--- src/rtl/fetch_queue_unit.sv ---
// Instruction-fetch front end: owns the PC, issues imem reads and buffers
// {instr, pc+4} pairs in a DEPTH-entry circular queue ahead of decode.
module fetch_queue_unit #(
   parameter int unsigned DEPTH   = 4,
   parameter int unsigned WORD_W  = 32,
   parameter logic [WORD_W-1:0] PC_INIT = '0
) (
   input  logic                       CLK,
   input  logic                       nRST,
   input  logic                       ihit,
   input  logic [WORD_W-1:0]          imemload,
   output logic                       imemREN,
   output logic [WORD_W-1:0]          imemaddr,
   input  logic                       deq,
   input  logic                       redirect,
   input  logic [WORD_W-1:0]          redirect_pc,
   input  logic                       halt,
   output logic                       valid_out,
   output logic [WORD_W-1:0]          instr_out,
   output logic [WORD_W-1:0]          pc4_out,
   output logic [$clog2(DEPTH+1)-1:0] count_out
);

   localparam int unsigned CW = $clog2(DEPTH+1);
   localparam int unsigned PW = (DEPTH > 1) ? $clog2(DEPTH) : 1;

   logic [WORD_W-1:0] pc_q;
   logic [WORD_W-1:0] pc_plus4;
   logic [PW-1:0]     rd_ptr, wr_ptr;
   logic [PW-1:0]     rd_ptr_inc, wr_ptr_inc;
   logic [CW-1:0]     cnt_q, cnt_next;
   logic              halt_q;
   logic              full, empty, pop, push;

   logic [WORD_W-1:0] instr_q [DEPTH];
   logic [WORD_W-1:0] pc4_q   [DEPTH];

   always_comb begin
      full       = (cnt_q == CW'(DEPTH));
      empty      = (cnt_q == '0);
      pop        = deq & ~empty;
      // A full queue may still fetch when the head leaves in the same cycle.
      imemREN    = ~halt_q & ~halt & (~full | pop);
      push       = ihit & imemREN & ~redirect;
      pc_plus4   = pc_q + WORD_W'(4);
      rd_ptr_inc = (rd_ptr == PW'(DEPTH-1)) ? '0 : rd_ptr + 1'b1;
      wr_ptr_inc = (wr_ptr == PW'(DEPTH-1)) ? '0 : wr_ptr + 1'b1;
      cnt_next   = cnt_q;
      if (push & ~pop)
         cnt_next = cnt_q + 1'b1;
      else if (pop & ~push)
         cnt_next = cnt_q - 1'b1;
   end

   always_ff @(posedge CLK or negedge nRST) begin
      if (!nRST) begin
         pc_q   <= PC_INIT;
         rd_ptr <= '0;
         wr_ptr <= '0;
         cnt_q  <= '0;
         halt_q <= 1'b0;
      end else begin
         if (halt)
            halt_q <= 1'b1;
         if (redirect) begin
            pc_q   <= redirect_pc;
            rd_ptr <= '0;
            wr_ptr <= '0;
            cnt_q  <= '0;
         end else begin
            if (push) begin
               pc_q   <= pc_plus4;
               wr_ptr <= wr_ptr_inc;
            end
            if (pop)
               rd_ptr <= rd_ptr_inc;
            cnt_q <= cnt_next;
         end
      end
   end

   always_ff @(posedge CLK) begin
      if (push) begin
         instr_q[wr_ptr] <= imemload;
         pc4_q[wr_ptr]   <= pc_plus4;
      end
   end

   always_comb begin
      imemaddr  = pc_q;
      valid_out = ~empty;
      count_out = cnt_q;
      instr_out = empty ? '0 : instr_q[rd_ptr];
      pc4_out   = empty ? '0 : pc4_q[rd_ptr];
   end

endmodule

--- config.mk ---
export PLATFORM = sky130hd
export DESIGN_NAME = fetch_queue_unit
export DESIGN_NICKNAME = d
export VERILOG_FILES = /design/src/rtl/fetch_queue_unit.sv
export SDC_FILE = /design/constraint.sdc
export NUM_CORES = 1
export LEC_CHECK = 0
export ABC_CLOCK_PERIOD_IN_PS = 3800
export CORE_MARGIN = 2
export CORE_UTILIZATION = 35
export DETAILED_ROUTE_END_ITERATION = 10
export PLACE_DENSITY = 0.59
export SETUP_SLACK_MARGIN = 0.5
export SYNTH_ARGS = -nofsm -noshare
export SYNTH_HDL_FRONTEND = slang
export SYNTH_SLANG_ARGS = --single-unit
--- constraint.sdc ---
create_clock -name CLK -period 3.8 [get_ports CLK]
set_clock_uncertainty 0.05 [all_clocks]
set_input_delay 0.57 -clock CLK [delete_from_list [all_inputs] [get_ports CLK]]
set_output_delay 0.57 -clock CLK [all_outputs]
set_load 0.02 [all_outputs]
Word level (Yosys, flattened, before mapping)
Memories as Yosys holds them, arrays and structs flattened.
Cells that the tools add are included.

storage, ports and cells
  bits in registers = 40
  bits in latches = 0
  bits in writable memories = 256
  ROM bits = 0
  input port bits = 70
  memories kept = 2

cells by class
  add/sub/neg operators = 5
  multipliers = 0
  divide/modulo/power cells = 0
  magnitude comparators = 0
  eq/ne operators = 3
  shift-type cells = 0
  mux-type cells = 15
  bitwise logic cells = 15
  reductions and logical operators = 4

memories
  memory   words  bits a word  read ports  clocked after memory_dff  write ports  RTL line  RTL
  instr_q  4      32           1           0                         1            35        logic [WORD_W-1:0] instr_q [DEPTH];
  pc4_q    4      32           1           0                         1            36        logic [WORD_W-1:0] pc4_q [DEPTH];

operator list
  cell                                                                count
  32-bit two-way mux                                                  4
  32-bit by 3-bit adder with 32-bit output, second input constant     1
  2-bit two-way mux                                                   6
  3-bit two-way mux                                                   3
  1-bit AND                                                           7
  1-bit inverter                                                      7
  2-bit by 1-bit adder with 2-bit output, second input constant       2
  2-bit equality test, second input constant                          2
  2-bit nonzero test                                                  2
  3-bit by 1-bit adder with 3-bit output, second input constant       1
  3-bit equality test, second input constant                          1
  3-bit zero test                                                     1
  3-bit nonzero test                                                  1
  3-bit by 1-bit subtractor with 3-bit output, second input constant  1
  1-bit two-way mux                                                   2
  1-bit OR                                                            1

Depth between registers and ports, before layout
Gate-level depths: netlist (run 1).

  word-level depth = 12
  depth in mapped cells = 10
  gate-level depth less buffers = 7

Worst setup path before layout (run 1)
Ideal clock, no wire load.

  path kind = input-to-reg
  from = input port halt
  to = memory instr_q[0][0] (enable)
  setup time = 0.429 ns
  arrival time = 3.306 ns
  slack = 0.015 ns
  stages = 5
  buffers on the path = 2
  path through = or3b_1 -> clkbuf_1 -> nor2_1 -> clkbuf_1 -> and3_1

between the ends
  longest elaborated chain between the ends = 7

RTL lines
  item                                     RTL line  RTL
  start: declaration                       17        input logic halt,
  1-bit inverter                           43        imemREN = ~halt_q & ~halt & (~full | pop);
  1-bit AND (2 in a row)                   43
  1-bit AND (2 in a row)                   44        push = ihit & imemREN & ~redirect;
  1-bit two-way mux                        83        if (push) begin
  1-bit two-way mux (not written as such)  84        instr_q[wr_ptr] <= imemload;
  end: declaration                         35

Every way passes these cells.

Worst setup path after layout (run 1)
  from = register rd_ptr[0]
  to = output port pc4_out[3]

between the ends
  longest elaborated chain between the ends = 2

RTL lines
  item                      RTL line  RTL
  start: declaration        29        logic [PW-1:0] rd_ptr, wr_ptr;
  start signal: assignment  76        rd_ptr <= rd_ptr_inc;
  memory read 4 x 32 bit    --
  32-bit two-way mux        94        pc4_out = empty ? '0 : pc4_q[rd_ptr];
  end: declaration          20        output logic [WORD_W-1:0] pc4_out,

Every way passes these cells.

==> metrics.cfg, run 1 <==
[worst_setup_path]
start_kind=flop
cp_slowest_cell=mux4_2
crit_path_end_kind=output pin
worstPathCellList=buf_12, mux4_2, and2_1, clkdlybuf4s50_1
crit_fanout=21
worstPathArrival_ps=2540
slowest_delay_ps=560
path_class=flop to output pin
crit_required_ps=3180

[global_routing]
grt_use_total_pct=16.03
grt_pass1_wl_um=46270
grt_start_max_net_pins=45
grt_pass1_vias=7590
antenna_found_initial=2
overflow=0

[synth]
syn_area_per_cell_um2=16.61
synth_flop_cell=edfxtp_1
synth_edf_count=256
syn-cell-area_um2=12540
ys_seq_area_share_pct=69.30
yosysUniqueCellTypes=54
synth_area_leaders=edfxtp_1 (61%), mux4_2 (11%), dfrtp_1 (8.0%)
yosys_register_bits=296
ys_warn_count=0
yosysTopAreaCell=edfxtp_1
yosysTopAreaCellShare_pct=61.32
syn_nets=832
async_flop_share_pct=13.51
postSynthCellCount=755

[layout]
nets=1016
syn_to_final_growth_pct=28.53
layout-drive-gt1-share_pct=16.58
regArea_um2=8696
fillers=3090
multiInputGateArea_um2=3618

[clocking]
cts_root_buf=clkbuf_16
cts.path.max_buffers=3
htreeDepth=2
clkSinkCount=296
cts_tree=yes
cts_buffers=34
clock_latency_ps=510
path_clk_slew_ps=60

[timing]
final-setup-viol-count=0
slew_viol_final=0
tns_ps=0
tightest_slew_ps=946.4
whs_ps=93.25
hold_viol=0
rsz0062_at_grt=no
fin_crit_ps=3159
fin_crit_sh_pct=83.12
max_freq_ghz=0.3166
relSlewSlack_pct=36.38

[run]
cap_violations=0

[place]
place_hpwl_um=19470
numPortBuffers=170
place.gp.congestion=0.7507

[routing]
drt_iter0_markers=529
vias=7367
drc_errors=0
viasPerCell=5.159
wire_per_inst_um=20.95
ant_nets=0
drt_first_pass_iters=4
finalWirelength_um=29910

[pwr]
cellPowerDensity_nw_per_um2=607.3
finalPower_mw=9.786
vdd_drop_max_mv=0.3329
power_leakage_nw=5.194

[die]
initial_core_util_pct=35.42
dieArea_um2=37350
rows=69
die_h_um=193.3
die_x_um=193.3
coreArea_um2=35400
ios=171

[hold_path]
hp-class=primary input to asynchronous set/reset pin

[run_status]
status=completed

## power breakdown
group	switching (mW)	internal [mW]
Sequential	0.129	3.61
Clock	1.26	1.88
Combinational	1.44	1.47
Total	2.83	6.95
## what timing repair did
item                       in CTS  in global routing
buffers inserted                2                  1
gates resized for setup         1                  0
pin swaps                       0                  0
hold buffers                    0                  0
setup endpoints to repair      56                  4
## final cells by class
| class | instances | area share, % |
|---|---|---|
| antenna | 2 | 0.03106 |
| clock buffer | 41 | 5.505 |
| clock inverter | 21 | 1.180 |
| inverter | 10 | 0.2329 |
| multi-input combinational | 396 | 22.46 |
| sequential | 296 | 53.96 |
| tap | 461 | 3.579 |
| timing repair buffer | 201 | 13.05 |
## worst paths after layout
path                             start           end  slack, ps  cells after the start
max                          rd_ptr[0]    pc4_out[3]        640                      4
min                               nRST  imemaddr[15]         90                      1
max reg2reg                imemaddr[2]  imemaddr[20]        960                      5
min reg2reg                     halt_q        halt_q        460                      1
max in group asynchronous         nRST   imemaddr[1]       2920                      2
min in group CLK                halt_q        halt_q        460                      1
## per-layer routing
layer,GRT usage (%),up-vias,part of all wire (%)
met5,0,-,0
met4,5.033,0,2.7
met3,3.452,60,6.8
met2,24.05,285,44
met1,23.38,3682,46
li1,-,3340,-
## critical path, delay by kind of cell, from the launching register on
| family | cells | cell delay [ps] |
|---|---|---|
| buffers and inverters | 2 | 760 |
| DFF | 1 | 520 |
| muxes | 1 | 560 |
| and+or+nand+nor | 1 | 180 |
## synthesized netlist by cell type (5+ instances only)
cell type  number
a21oi_1         8
and3_1          7
nand4_1        10
o21ai_0        12
xnor2_1        22
a31oi_1        19
buf_2          10
xor2_1         12
dfrtp_1        40
edfxtp_1      256
nor3_1         14
nand2_1        30
ha_1            6
nor2_1         30
mux4_2         64
or4_1          19
and2_1         64
clkbuf_1       36
inv_1           9
nor4_1          5
nand3_1        17
o31ai_1        15
## flip-flops by register name (all words and copies together) (netlist names)
register / cells
count_out: 3
pc4_q: 128
rd_ptr: 2
halt_q: 1
imemaddr: 32
wr_ptr: 2
instr_q: 128
## cells by family after synthesis
family / share of synthesized area [%]
compound gates: 3.573
simple gates: 10.07
buf+inv: 2.086
fa+ha+maj: 0.7585
flops: 69.30
xor+xnor: 2.375
mux: 11.84
## layout by cell type (no fill, tap or decap), types with 4 or more instances in the layout
master | netlist | final
buf_4 | 3 | 17
inv_1 | 9 | 9
nor3_1 | 14 | 14
dfrtp_1 | 40 | 38
nand2_1 | 30 | 30
or4_1 | 19 | 19
clkinv_1 | 1 | 10
a31oi_1 | 19 | 19
edfxtp_1 | 256 | 256
clkbuf_1 | 36 | 6
mux4_2 | 64 | 64
and2_1 | 64 | 64
nor4_1 | 5 | 5
o31ai_1 | 15 | 15
xnor2_1 | 22 | 22
clkbuf_16 | 0 | 34
buf_12 | 0 | 12
clkdlybuf4s50_1 | 0 | 169
a21oi_1 | 8 | 8
nand4_1 | 10 | 10
nand3_1 | 17 | 17
nor2_1 | 30 | 30
ha_1 | 6 | 6
xor2_1 | 12 | 12
and3_4 | 0 | 4
o21ai_0 | 12 | 12
clkinv_2 | 0 | 5
## per-stage QoR
stage / area (um2) / std cells / worst slack, ps / util, %
2_1_floorplan: 12540 / 755 / 718.4 / -
3_3_place_gp: 14970 / 1361 / 730.3 / 42.29
3_5_place_dp: 14970 / 1361 / 705.4 / 42.29
4_1_cts: 16100 / 1425 / 527.7 / 45.48
5_1_grt: 16110 / 1426 / 534.1 / 45.51
6_report: 16110 / 1428 / 641.4 / 45.52
(Power assumes the default switching activity.)
==> run 2: changes to the inputs <==
--- a/config.mk
+++ b/config.mk
@@ -5,11 +5,11 @@
 export SDC_FILE = /design/constraint.sdc
 export NUM_CORES = 1
 export LEC_CHECK = 0
-export ABC_CLOCK_PERIOD_IN_PS = 3800
+export ABC_CLOCK_PERIOD_IN_PS = 3300
 export CORE_MARGIN = 2
 export CORE_UTILIZATION = 35
 export DETAILED_ROUTE_END_ITERATION = 10
-export PLACE_DENSITY = 0.59
+export PLACE_DENSITY = 0.57
 export SETUP_SLACK_MARGIN = 0.5
 export SYNTH_ARGS = -nofsm -noshare
 export SYNTH_HDL_FRONTEND = slang
==> constraint.sdc (replaced) <==
create_clock -name CLK -period 3.3 [get_ports CLK]
set_clock_uncertainty 0.05 [all_clocks]
set_input_delay 0.495 -clock CLK [delete_from_list [all_inputs] [get_ports CLK]]
set_output_delay 0.495 -clock CLK [all_outputs]
set_load 0.02 [all_outputs]
==> metrics.cfg, run 2 (synthesis results as in run 1) <==
[routing]
drt_first_pass_iters=4
viasPerCell=5.083
drt_iter0_markers=493
vias=7386
drc_errors=0
wire_per_inst_um=21.79
finalWirelength_um=31660
ant_nets=0

[timing]
max_freq_ghz=0.3567
tightest_slew_ps=619.9
tns_ps=0
relSlewSlack_pct=58.67
hold_viol=0
rsz0062_at_grt=yes
fin_crit_sh_pct=84.95
final-setup-viol-count=0
slew_viol_final=0
fin_crit_ps=2803

[clocking]
cts_root_buf=clkbuf_16
cts_buffers=31
cts_tree=yes
clock_latency_ps=560
cts.path.max_buffers=3
clkSinkCount=296
path_clk_slew_ps=60
htreeDepth=1

[layout]
regArea_um2=8696
layout_common_cells=edfxtp_1 (256), clkdlybuf4s50_1 (103), mux4_2 (64)
layout-drive-gt1-share_pct=27.72
fillers=3117
final_util_pct=46.47
nets=1044
final_common_cell=edfxtp_1
syn_to_final_growth_pct=31.20
multiInputGateArea_um2=3676
antenna_cells_inserted=0

[worst_setup_path]
cp_num_buf_inv=5
worstPathArrival_ps=2260
worstPathCellList=buf_6, buf_12, buf_4, buf_6, mux4_2, and2_4, buf_6
crit_required_ps=2750
slowest_delay_ps=500
crit_path_end_kind=output pin
crit_fanout=6
cp_common_cell=buf_6
path_class=flop to output pin
path_delay_family=buffers and inverters
reg2reg_slack_ps=730
start_kind=flop
cp_slowest_cell=dfrtp_4

[global_routing]
overflow=0
use_met3_pct=2.929
use_met1_pct=23.66
grt_start_max_net_pins=40
grt_use_total_pct=16.64
grt_pass1_vias=7634
antenna_found_initial=0
grt_pass1_wl_um=47840
busiest_layer=met2
use_met2_pct=27.24

[pwr]
power.share.clock_pct=33.3
vdd_drop_max_mv=0.4135
switching_share_pct=28.95
p_comb_share_pct=30.5
intPower_mw=8.411
cellPowerDensity_nw_per_um2=719.7
power.switching_mw=3.427
power_leakage_nw=5.571
seqPwrFrac_pct=36.1

[hold_path]
hp-class=primary input to asynchronous set/reset pin

[place]
numPortBuffers=170
place_hpwl_um=20750
place.gp.congestion=0.7981

[die]
die_h_um=193.3
dieArea_um2=37350
coreArea_um2=35400
ios=171
initial_core_util_pct=35.42
rows=69
die_x_um=193.3

[run_status]
status=completed

[run]
cap_violations=0

[run 2: cell count changes in the layout (fill, tap and decap cells not counted), sizes merged]
| cell | delta |
|---|---|
| buf | +64 |
| bufbuf | +1 |
| bufinv | +7 |
| clkbuf | +13 |
| clkdlybuf4s15 | +11 |
| clkdlybuf4s50 | -66 |
| clkinv | -7 |
| clkinvlp | +2 |
| diode | -2 |
| dlygate4sd2 | +1 |
| dlygate4sd3 | +1 |
| dlymetal6s2s | +1 |
| inv | -1 |
[run 2: stage by stage]
stage | cell area, um2 | cells | setup WS [ps] | hold slack, ps | power, mW
finish | 16450 | 1453 | 496.7 | 432.4 | 11.84
global route | 16450 | 1453 | 423.9 | 462.6 | 12.33
CTS | 16410 | 1449 | 357.4 | 434.0 | 11.81
detailed placement | 15040 | 1370 | 262.4 | 449.3 | 7.804
global placement | 15040 | 1370 | 282.2 | 437.6 | 7.789
floorplan | 12540 | 755 | 293.4 | 149.4 | 6.185
[run 2: repair_timing]
item                                    4_1_cts  5_1_grt
endpoints found under the hold margin        24        0
pin swaps                                     1        1
gates cloned                                  3        3
hold buffers                                  1        0
resized for setup                           204       83
endpoints found under the setup margin       69       58
buffers inserted                             17        1
[run 2: cell type report]
cell class | instances | area share, %
tap | 461 | 3.507
timing repair buffer | 232 | 13.97
clock buffer | 36 | 4.830
inverter | 10 | 0.2282
sequential | 296 | 52.87
clock inverter | 22 | 2.252
multi-input combinational | 396 | 22.35
[run 2: worst paths after layout]
kind	depth (start not counted)	endpoint	start
hold / removal	2	imemaddr[13]	nRST
hold reg to reg	1	halt_q	halt_q
max in group asynchronous	3	wr_ptr[1]	nRST
setup reg to reg	5	imemaddr[30]	imemaddr[3]
min in group CLK	3	imemaddr[24]	redirect_pc[24]
setup / recovery	7	pc4_out[16]	rd_ptr[0]
[run 2: layer usage]
metal,routed length (um),vias to the layer above,part of all wire [%]
met4,468,0,1.5
met5,0,-,0
met3,1604,33,5.1
met2,15350,219,48
li1,-,3389,-
met1,14230,3745,45
[run 2: power by group through the flow]
stage | Combinational, mW | Clock, mW | Sequential, mW
floorplan | 1.83 | 0 | 4.35
global placement | 3.39 | 0 | 4.40
detailed placement | 3.40 | 0 | 4.40
CTS | 3.52 | 4.02 | 4.27
global route | 3.88 | 4.17 | 4.28
finish | 3.62 | 3.95 | 4.27
